<file path="src/rtl/bcd_pkg.sv">
// Shared BCD widths and code helpers for the decimal scanner slice.
// Pure declarations; no latency, no flow control.
package bcd_pkg;
  localparam int BCD_W = 4;
  localparam int DEC_W = 10;

  function automatic logic bcd_is_valid(input logic [BCD_W-1:0] code);
    return code <= 4'd9;
  endfunction

  // Codes 10..15 have no decimal line and decode to all-zero.
  function automatic logic [DEC_W-1:0] bcd_to_onehot(input logic [BCD_W-1:0] code);
    logic [DEC_W-1:0] res;
    res = '0;
    if (bcd_is_valid(code)) res = {{(DEC_W-1){1'b0}}, 1'b1} << code;
    return res;
  endfunction
endpackage

</file>
<file path="src/rtl/bcd_onehot_dec.sv">
// Combinational 4->10 one-hot BCD decoder with code-valid flag.
// Zero latency; no flow control.
module bcd_onehot_dec
  import bcd_pkg::*;
(
  input  logic [BCD_W-1:0] code,
  output logic [DEC_W-1:0] onehot,
  output logic             valid
);
  assign onehot = bcd_to_onehot(code);
  assign valid  = bcd_is_valid(code);
endmodule

</file>
<file path="src/rtl/bcd_decimal_scanner.sv">
// Latches NUM_DIGITS BCD digits and scans them one per SCAN_DIV-cycle slot with registered outputs.
// One-cycle output latency; no backpressure, the scan free-runs.
module bcd_decimal_scanner
  import bcd_pkg::*;
#(
  parameter int NUM_DIGITS = 4,
  parameter int SCAN_DIV   = 2
) (
  input  logic                        clk,
  input  logic                        reset,
  input  logic                        load,
  input  logic [BCD_W*NUM_DIGITS-1:0] bcd_in,
  input  logic                        blank_lz,
  output logic [NUM_DIGITS-1:0]       dig_sel,
  output logic [DEC_W-1:0]            dec_out,
  output logic                        invalid,
  output logic                        err_any,
  output logic                        frame_done
);
  localparam int PRE_W = (SCAN_DIV > 1) ? $clog2(SCAN_DIV) : 1;
  localparam int IDX_W = (NUM_DIGITS > 1) ? $clog2(NUM_DIGITS) : 1;
  localparam logic [PRE_W-1:0] PRE_LAST = PRE_W'(SCAN_DIV - 1);
  localparam logic [IDX_W-1:0] IDX_LAST = IDX_W'(NUM_DIGITS - 1);

  logic [BCD_W*NUM_DIGITS-1:0] digits;
  logic [PRE_W-1:0]            pre;
  logic [IDX_W-1:0]            idx;

  logic [BCD_W-1:0]      cur_code;
  logic [DEC_W-1:0]      cur_onehot;
  logic                  cur_valid;
  logic [NUM_DIGITS-1:0] zero_from;
  logic [NUM_DIGITS-1:0] sel_nxt;
  logic                  run_zero;
  logic                  any_bad;
  logic                  blank_cur;
  logic                  slot_end;
  logic                  scan_wrap;

  assign cur_code = digits[BCD_W*idx +: BCD_W];

  bcd_onehot_dec u_dec (
    .code   (cur_code),
    .onehot (cur_onehot),
    .valid  (cur_valid)
  );

  // zero_from[i]: digits i..MSD are all 0000; an invalid code is non-zero here.
  always_comb begin
    zero_from = '0;
    sel_nxt   = '0;
    any_bad   = 1'b0;
    run_zero  = 1'b1;
    for (int i = NUM_DIGITS - 1; i >= 0; i--) begin
      run_zero     = run_zero && (digits[BCD_W*i +: BCD_W] == '0);
      zero_from[i] = run_zero;
      any_bad      = any_bad || !bcd_is_valid(digits[BCD_W*i +: BCD_W]);
      sel_nxt[i]   = (idx == IDX_W'(i));
    end
  end

  assign blank_cur = blank_lz && (idx != '0) && zero_from[idx];
  assign slot_end  = (pre == PRE_LAST);
  assign scan_wrap = slot_end && (idx == IDX_LAST);

  always_ff @(posedge clk) begin
    if (reset) begin
      digits     <= '0;
      pre        <= '0;
      idx        <= '0;
      dig_sel    <= '0;
      dec_out    <= '0;
      invalid    <= 1'b0;
      err_any    <= 1'b0;
      frame_done <= 1'b0;
    end else begin
      // Outputs reflect the pre-edge digits and index; a load this edge shows next edge.
      dig_sel    <= sel_nxt;
      dec_out    <= blank_cur ? '0 : cur_onehot;
      invalid    <= !cur_valid;
      err_any    <= any_bad;
      frame_done <= scan_wrap;
      if (load) digits <= bcd_in;
      if (slot_end) begin
        pre <= '0;
        idx <= (idx == IDX_LAST) ? '0 : idx + 1'b1;
      end else begin
        pre <= pre + 1'b1;
      end
    end
  end
endmodule

</file>
<file path="config.mk">
export PLATFORM = sky130hd
export DESIGN_NAME = bcd_decimal_scanner
export DESIGN_NICKNAME = d
export VERILOG_FILES = /design/src/rtl/bcd_pkg.sv /design/src/rtl/bcd_onehot_dec.sv /design/src/rtl/bcd_decimal_scanner.sv
export SDC_FILE = /design/constraint.sdc
export NUM_CORES = 1
export LEC_CHECK = 0
export CORE_MARGIN = 10
export CORE_UTILIZATION = 56
export CTS_BUF_LIST = sky130_fd_sc_hd__clkbuf_16
export DETAILED_ROUTE_END_ITERATION = 7
export DONT_BUFFER_PORTS = 1
export GPL_TIMING_DRIVEN = 0
export PLACE_DENSITY = 0.71
export SLEW_MARGIN = 15
export SYNTH_ARGS = -nofsm -noshare
export SYNTH_HDL_FRONTEND = slang
export SYNTH_HIERARCHICAL = 1
export SYNTH_SLANG_ARGS = --single-unit
</file>
<file path="constraint.sdc">
create_clock -name clk -period 2.9 [get_ports clk]
set_clock_uncertainty 0.05 [all_clocks]
set_input_delay 0.435 -clock clk [delete_from_list [all_inputs] [get_ports clk]]
set_output_delay 0.435 -clock clk [all_outputs]
set_load 0.02 [all_outputs]
</file>
==> results.toml, run 1 <==
[pwr]
ir_drop_mv = 0.7983
power.total_mw = 1.292
power_density_mw_per_mm2 = 704.5
p_leak_nw = 0.7389

[synth]
yosysSeqAreaShare_pct = 44.27
ys_seq_elements = 36
yosysUniqueCellTypes = 29
synth_nets = 169
yosys_warnings = 6
syn_area_mm2 = 0.001628
avgSynthCellArea_um2 = 11.23
yosysTopAreaCell = "dfxtp_1"
synth.area.top_cells = "dfxtp_1 44%, mux2i_1 11%, nor2_1 5.1%, or2b_2 4.3%, mux4_2 4.2%"
syn_inst = 145
synth_top_area_share_pct = 44.27

[layout]
drive_gt1_share_pct = 26.80
diodes = 0
areaGrowthSynthToFinish_pct = 12.68
fin_area_mm2 = 0.001834
regArea_um2 = 720.7
nets = 176
n_fill_cell = 233
multi_input_area_um2 = 823.3
final_cell_mix = "36 x dfxtp_1, 22 x nor2_1, 18 x mux2i_1"
final_common_cell = "dfxtp_1"

[setup_path]
critPathLaunchType = "flop"
r2r_start = "idx[0]"
cp.arrival_ns = 2.72
cpPeakStageDelay_ns = 0.62
cp_slowest_cell = "a2111oi_4"
crit_required_ns = 2.99
r2r_slack_ns = 0.27
path_buf_inv = 2
crit_path_cell_trace = "clkbuf_1 > inv_1 > ha_1 > or4b_4 > a2111oi_4 > a21oi_1"
path_max_fanout = 10
r2r-end = "dec_out[9]"
critPathTopFamily = "compound AO/OA/AOI/OAI gates"
reg2reg_depth = 6
cp-end-kind = "flop"
worstSetupPathType = "flop to flop"

[timing]
rsz0062_at_grt = "no"
post-route-min-period_ns = 2.633
period_share_pct = 90.81
tns_ns = 0
setup_violations = 0
hold_ws_ns = 0.1829
fmax_ghz = 0.3797
fin_ws_ns = 0.2666
hold_violations = 0
drv_slew = 0
timing.slew.headroom_pct = 59.78
worstMarginPinSlew_ns = 0.6033

[cts]
clkLatencyLatePin_ns = 0.28
clk_pin_slew_ns = 0.05
htree_levels = 2
postCtsSetupRepairBufs = 0
cts_hold_buf = 0
cts_resized = 0
cts_made_buffers = 5
root_buffer = "clkbuf_16"
cts_tree = "yes"
numClockSinks = 36
cts_max_path_buffers = 2

[global_routing]
grt_pass1_wl_um = 5416
grt_start_max_net_pins = 13
first_global_vias = 1113
overflow = 0
grtUsageTotal_pct = 12.78
grt_antenna_before_repair = 0

[detailed_routing]
firstDrtPassIters = 4
via_per_inst = 5.848
drc_errors = 0
wirelength_um = 3225
vias = 1076
ant_nets = 0
wire_per_inst_um = 17.53
drt_iter0_drc = 43

[placed_design]
place.gp.congestion = 0.8083
dpl.hpwl_um = 2461
pre_cts_slack_ns = 0.2543
placed_area_mm2 = 0.001667
numPortBuffers = 0

[die]
dieWidth_um = 73.92
start_util_pct = 59.03
core_area_mm2 = 0.002758
die_h_um = 73.92
io_pins = 37
die_area_mm2 = 0.005463
fp-row-count = 19

[worst_hold_path]
hold_path_startpoint = "reset"
holdPathEnd = "dig_sel[3]"
whs_path_depth = 1
hp-class = "primary input to flop"

[outcome]
status = "completed"

[flow_run]
drv_cap = 0
## power by group
group	leakage (nW)	total [mW]	internal [mW]	switching (mW)
Sequential	0.295	0.556	0.522	0.0335
Combinational	0.364	0.143	0.0716	0.0711
Clock	0.0798	0.594	0.403	0.191
Total	0.739	1.29	0.997	0.296
## cell type report
class | count | share of cell area (%)
multi-input cells | 96 | 44.88
flip-flops and latches | 36 | 39.29
clock buffers | 5 | 6.821
plain buffers | 11 | 4.161
clock inverters | 3 | 2.319
well taps | 31 | 2.115
inverters | 2 | 0.4093
## Yosys cell counts
cell       number
nor2b_1         4
mux4_1          1
clkbuf_1        4
a22oi_2         1
and4b_1         1
or4_4           1
buf_6           2
nand2_1         1
a2111oi_4       1
nor4_2          1
buf_4           2
dfxtp_1        36
a41oi_1         1
or4_2           2
nand2b_1        2
mux2i_1        18
nor4b_2         4
a21oi_1        10
or4b_4          1
buf_2           2
mux4_2          3
or2b_2          8
and4bb_2        4
o21ai_0         5
and2_1          1
clkbuf_8        1
inv_1           2
nor2_1         22
ha_1            4
## cells by family (layout without fill, tap and decap cells)
| kind of cell | Yosys count | in the layout | synth area share [%] |
|---|---|---|---|
| simple gates | 52 | 52 | 23.06 |
| buf+inv | 13 | 21 | 5.149 |
| compound gates | 18 | 18 | 7.610 |
| flops | 36 | 36 | 44.27 |
| fa+ha+maj | 4 | 4 | 3.075 |
| mux | 22 | 22 | 16.83 |
## per-layer routing
| layer | share of wire [%] | wire [um] | GRT usage, % |
|---|---|---|---|
| met3 | 8.7 | 280 | 6.460 |
| met1 | 39 | 1248 | 13.91 |
| met5 | 0 | 0 | 0 |
| met2 | 51 | 1655 | 21.02 |
| met4 | 1.3 | 42 | 4.348 |
## flip-flops by register name, summed over array words and instances, names as in the netlist
name / cells
dig_sel: 4
idx: 2
err_any: 1
digits: 16
dec_out: 10
pre: 1
frame_done: 1
invalid: 1
## worst max path at each step
| stage | from | to | slack [ns] | depth (start not counted) |
|---|---|---|---|---|
| floorplan | idx[0] | dec_out[0] | 0.61 | 6 |
| global placement | idx[0] | dec_out[9] | 0.32 | 6 |
| detailed placement | idx[0] | dec_out[9] | 0.25 | 6 |
| CTS | idx[0] | dec_out[9] | 0.24 | 6 |
| global route | idx[0] | dec_out[9] | 0.02 | 6 |
| finish | idx[0] | dec_out[9] | 0.27 | 6 |
## worst register-to-register path: cells and delay by family (launching register included)
kind                     cells  cell delay [ns]
buffers and inverters        2             0.55
AO/OA/AOI/OAI                2             0.78
AND/OR/NAND/NOR              1             0.51
adder cells (fa/ha/maj)      1             0.26
flip-flops                   1             0.35
## through the flow
step                      cells  utilization, %
after floorplan             145               -
after global placement      176           60.44
after detailed placement    176           60.44
after CTS                   184           66.52
after global routing        184           66.52
final                       184           66.52
No activity file was read; power rests on OpenSTA's default activity.
==> run 2, diff against run 1 <==
--- a/config.mk
+++ b/config.mk
@@ -5,13 +5,15 @@
 export SDC_FILE = /design/constraint.sdc
 export NUM_CORES = 1
 export LEC_CHECK = 0
+export CELL_PAD_IN_SITES_DETAIL_PLACEMENT = 1
+export CELL_PAD_IN_SITES_GLOBAL_PLACEMENT = 1
 export CORE_MARGIN = 10
-export CORE_UTILIZATION = 56
+export CORE_UTILIZATION = 48
 export CTS_BUF_LIST = sky130_fd_sc_hd__clkbuf_16
 export DETAILED_ROUTE_END_ITERATION = 7
 export DONT_BUFFER_PORTS = 1
 export GPL_TIMING_DRIVEN = 0
-export PLACE_DENSITY = 0.71
+export PLACE_DENSITY_LB_ADDON = 0.1
 export SLEW_MARGIN = 15
 export SYNTH_ARGS = -nofsm -noshare
 export SYNTH_HDL_FRONTEND = slang
==> run 2 against run 1 <==
Clock power down 16%. Cell area down 0.41%. Clock-buffer cell count unchanged. Critical path type unchanged. Critical endpoint is now dec_out[5].
==> results.toml, run 2 (synthesized netlist as in run 1, its figures left out) <==
[outcome]
status = "completed"

[layout]
drive_gt1_share_pct = 26.14
top_register = "digits"
reg_top3 = "digits (16), dec_out (10), dig_sel (4)"
final_common_cell = "dfxtp_1"
nets = 176
n_fill_cell = 365
areaGrowthSynthToFinish_pct = 12.22
final_cell_mix = "36 x dfxtp_1, 22 x nor2_1, 18 x mux2i_1"
largest_reg_flops = 16
fin_area_mm2 = 0.001827

[cts]
clkLatencyLatePin_ns = 0.28
cts_max_path_buffers = 2
cts_hold_buf = 0
clk_pin_slew_ns = 0.05
cts_tree = "yes"
numClockSinks = 36
cts_made_buffers = 5
postCtsSetupRepairBufs = 0
root_buffer = "clkbuf_16"
htree_levels = 2
cts_resized = 0

[global_routing]
grtUsageTotal_pct = 12.09
overflow = 0
first_global_vias = 1127
grt_antenna_before_repair = 1
grt_start_max_net_pins = 12
grt_pass1_wl_um = 5733

[setup_path]
path_max_fanout = 10
startpoint = "idx[0]"
cp.arrival_ns = 2.78
r2r_start = "idx[0]"
worstSetupPathType = "flop to flop"
r2r_slack_ns = 0.20
critPathLaunchType = "flop"
cp-end-kind = "flop"
crit_required_ns = 2.98

[detailed_routing]
wirelength_um = 3524
vias = 1068
ant_nets = 0
drt_iter0_drc = 53
firstDrtPassIters = 3
via_per_inst = 5.340
wire_per_inst_um = 17.62
drc_errors = 0

[pwr]
ir_drop_mv = 0.3626
swShare_pct = 24.42
power_density_mw_per_mm2 = 655.3
power_frac_seq_pct = 46.5
p_comb_share_pct = 11.8
power_switching_mw = 0.2923
p_leak_nw = 0.7301
internal_power_mw = 0.9047
power_frac_clock_pct = 41.7

[placed_design]
dpl.hpwl_um = 2839
place.gp.congestion = 0.7383
pre_cts_slack_ns = 0.1730
numPortBuffers = 0
placed_area_mm2 = 0.001685

[worst_hold_path]
hp-class = "primary input to flop"
hold_path_startpoint = "reset"

[die]
fp-row-count = 21
start_util_pct = 49.17
die_h_um = 78.24
dieWidth_um = 78.24
io_pins = 37
die_area_mm2 = 0.006121
core_area_mm2 = 0.003311

[timing]
setup_violations = 0
worstMarginPinSlew_ns = 0.6525
post-route-min-period_ns = 2.701
hold_violations = 0
hold_ws_ns = 0.1844
tns_ns = 0
rsz0062_at_grt = "no"
fin_ws_ns = 0.1990
fmax_ghz = 0.3702
period_share_pct = 93.14
drv_slew = 0
timing.slew.headroom_pct = 56.50

[flow_run]
drv_cap = 0
## run 2: cell types whose count changed in the layout (fill, tap and decap cells not counted)
cell | before | now
bufinv_16 | 1 | 0
clkinv_2 | 1 | 2
diode_2 | 0 | 1
clkinvlp_4 | 1 | 0
clkinv_1 | 0 | 1
## run 2: layout make-up
cell class                 instances  area [um2]  share of cell area, %
buffer                            11       76.32                  4.178
inverter                           2       7.507                 0.4110
sequential                        36       720.7                  39.45
multi-input combinational         96       823.3                  45.07
clock buffer                       5       125.1                  6.849
antenna                            1       2.502                 0.1370
clock inverter                     3       13.76                 0.7534
tap                               46       57.56                  3.151
## run 2: metal layers
layer	wire length (um)	GRT usage, %
met3	324	6.720
met5	0	0
met2	1778	20.56
met1	1329	11.29
met4	92	6.810
## run 2: through the flow
stage | power [mW] | instances | util (%)
final | 1.197 | 200 | 55.18
after CTS | 1.214 | 199 | 55.10
after global routing | 1.251 | 200 | 55.18
after detailed placement | 0.7108 | 191 | 50.91
after global placement | 0.7028 | 191 | 50.91
after floorplan | 0.6791 | 145 | -
## run 2: worst paths after layout
check | to | cells after the start
worst max-delay path | dec_out[5] | 6
worst min register to register | pre | 1
worst min-delay path | dig_sel[3] | 1
worst max register to register | dec_out[5] | 6
## run 2: critical path: stages (launching register included)
cell and delay, ns:
dfxtp_1 0.36, clkbuf_1 0.42, inv_1 0.13, ha_1 0.25
or4b_4 0.50, a2111oi_4 0.65, a21oi_1 0.18
## run 2: power groups by stage
stage / clock network, mW / logic (mW) / registers, mW
final: 0.499 / 0.141 / 0.557
after global routing: 0.535 / 0.156 / 0.560
after CTS: 0.513 / 0.144 / 0.557
after detailed placement: 0 / 0.143 / 0.568
after global placement: 0 / 0.137 / 0.566
after floorplan: 0 / 0.120 / 0.559
==> run 3, diff against run 2 <==
--- a/config.mk
+++ b/config.mk
@@ -7,8 +7,7 @@
 export LEC_CHECK = 0
 export CELL_PAD_IN_SITES_DETAIL_PLACEMENT = 1
 export CELL_PAD_IN_SITES_GLOBAL_PLACEMENT = 1
-export CORE_MARGIN = 10
-export CORE_UTILIZATION = 48
+export CORE_UTILIZATION = 46
 export CTS_BUF_LIST = sky130_fd_sc_hd__clkbuf_16
 export DETAILED_ROUTE_END_ITERATION = 7
 export DONT_BUFFER_PORTS = 1
@@ -17,5 +16,4 @@
 export SLEW_MARGIN = 15
 export SYNTH_ARGS = -nofsm -noshare
 export SYNTH_HDL_FRONTEND = slang
-export SYNTH_HIERARCHICAL = 1
 export SYNTH_SLANG_ARGS = --single-unit
==> run 3 against run 2 <==
The flow now finishes with violations (DRC). Cell area shrank 13%. Via count shrank 13%. Hold slack gained 0.077 ns. Wire length shrank 26%. Sequential power is essentially flat. Non-clock buffer count shrank 4. Fmax grew 23%. Die area shrank 47%. Largest power group unchanged. Highest routed layer unchanged.
==> results.toml, run 3 <==
[outcome]
status = "finished with violations"
violations = "DRC"

[layout]
areaGrowthSynthToFinish_pct = 12.67
fin_util_pct = 55.86
nets = 160
drive_gt1_share_pct = 13.87
reg_top3 = "digits (16), dec_out (10), dig_sel (4)"
final_common_cell = "dfxtp_1"
largest_reg_flops = 16
fin_area_mm2 = 0.001580
diodes = 0
top_register = "digits"
final_cell_mix = "36 x dfxtp_1, 25 x nor2_1, 18 x mux2i_1"

[cts]
cts_max_path_buffers = 2
cts_hold_buf = 0
clk_pin_slew_ns = 0.05
htree_levels = 2
root_buffer = "clkbuf_16"
cts_tree = "yes"
cts_resized = 0
numClockSinks = 36
cts_made_buffers = 5
postCtsSetupRepairBufs = 0
clkLatencyLatePin_ns = 0.27

[die]
fp-row-count = 19
die_area_mm2 = 0.003274
core_area_mm2 = 0.002829
io_pins = 37
start_util_pct = 49.58
dieWidth_um = 57.22
die_h_um = 57.22

[placed_design]
numPortBuffers = 0
placed_area_mm2 = 0.001441
pre_cts_slack_ns = 0.6833
place.gp.congestion = 0.7678
dpl.hpwl_um = 1961

[synth]
yosysSeqAreaShare_pct = 51.38
yosys-top-cells-count = "36 x dfxtp_1, 25 x nor2_1, 18 x mux2i_1"
synth_nets = 153
ys_seq_elements = 36
synth-edff-count = 0
synth_top_area_share_pct = 51.38
async_flop_share_pct = 0
syn_area_mm2 = 0.001403
synth.area.top_cells = "dfxtp_1 51%, mux2i_1 13%, nor2_1 6.7%, mux4_2 6.4%, ha_1 3.6%"
syn_inst = 129
yosysTopAreaCell = "dfxtp_1"
yosys_warnings = 0
yosysUniqueCellTypes = 26
synth.most_common_cell = "dfxtp_1"
ys.flop_type = "dfxtp_1"
avgSynthCellArea_um2 = 10.87

[timing]
post-route-min-period_ns = 2.194
fmax_ghz = 0.4558
rsz0062_at_grt = "no"
fin_ws_ns = 0.7062
worstMarginPinSlew_ns = 0.5444
timing.slew.headroom_pct = 63.49
tns_ns = 0
period_share_pct = 75.65
drv_slew = 0
hold_violations = 0
setup_violations = 0

[detailed_routing]
vias = 925
wire_per_inst_um = 15.43
drt_iter0_drc = 31
wirelength_um = 2593
drc_errors = 9
firstDrtPassIters = 5
via_per_inst = 5.506
ant_nets = 0

[global_routing]
overflow = 0
grtUsageTotal_pct = 18.34
first_global_vias = 902
grt_start_max_net_pins = 12
grt_antenna_before_repair = 0
grt_pass1_wl_um = 4353

[pwr]
power.total_mw = 1.151
power_density_mw_per_mm2 = 728.5
ir_drop_mv = 0.4238
p_leak_nw = 0.6617

[setup_path]
path_max_fanout = 9
crit_required_ns = 2.99
critPathLaunchType = "flop"
worstSetupPathType = "flop to flop"
cp.arrival_ns = 2.28
cp-end-kind = "flop"

[worst_hold_path]
hp-class = "primary input to flop"

[flow_run]
drv_cap = 0
## run 3: layout make-up
| class | instances | area (um2) |
|---|---|---|
| multi-input cells | 83 | 633.1 |
| clock buffers | 5 | 125.1 |
| flip-flops and latches | 36 | 720.7 |
| fillers | 316 | 1249 |
| well taps | 31 | 38.79 |
| clock inverters | 3 | 13.76 |
| plain buffers | 7 | 37.54 |
| inverters | 3 | 11.26 |
## run 3: worst max-delay path, cell delays in order, from the launching register on
cell and delay, ns:
dfxtp_1 0.35, buf_2 0.23, inv_1 0.09, ha_1 0.21, nor4b_1 0.34, o211ai_1 0.18, o31ai_2 0.49, nor3_1 0.12
## run 3: path summary, 6_finish.rpt
check               endpoint  cells past startpoint  slack [ns]       from
setup / recovery  dec_out[8]                      7        0.71     idx[1]
hold / removal     digits[3]                      2        0.26  bcd_in[3]
setup reg to reg  dec_out[8]                      7        0.71     idx[1]
hold reg to reg          pre                      1        0.44        pre
## run 3: where the power goes
| group | switching [mW] | internal [mW] |
|---|---|---|
| registers | 0.0328 | 0.523 |
| logic | 0.0557 | 0.0478 |
| clock network | 0.181 | 0.311 |
## run 3: kinds of logic (layout without fill, tap and decap cells)
logic type | count (synthesis) | in the layout | share of synthesized area (%)
AO/OA/AOI/OAI | 9 | 9 | 4.549
adder cells (fa/ha/maj) | 4 | 4 | 3.568
buffers and inverters | 10 | 18 | 3.479
flip-flops | 36 | 36 | 51.38
multiplexers | 22 | 22 | 19.27
AND/OR/NAND/NOR | 48 | 48 | 17.75
## run 3: through the flow
| stage | hold WS [ns] | cells |
|---|---|---|
| after floorplan | 0.3947 | 129 |
| after global placement | 0.4162 | 160 |
| after detailed placement | 0.4325 | 160 |
| after CTS | 0.2602 | 168 |
| after global routing | 0.2595 | 168 |
| final | 0.2617 | 168 |
## run 3: routing by layer
| layer | part of all wire, % | global-route usage, % |
|---|---|---|
| met2 | 51 | 30.92 |
| met3 | 5.8 | 6.349 |
| met1 | 41 | 20.55 |
| met5 | 0 | 0 |
| met4 | 2.2 | 9.408 |
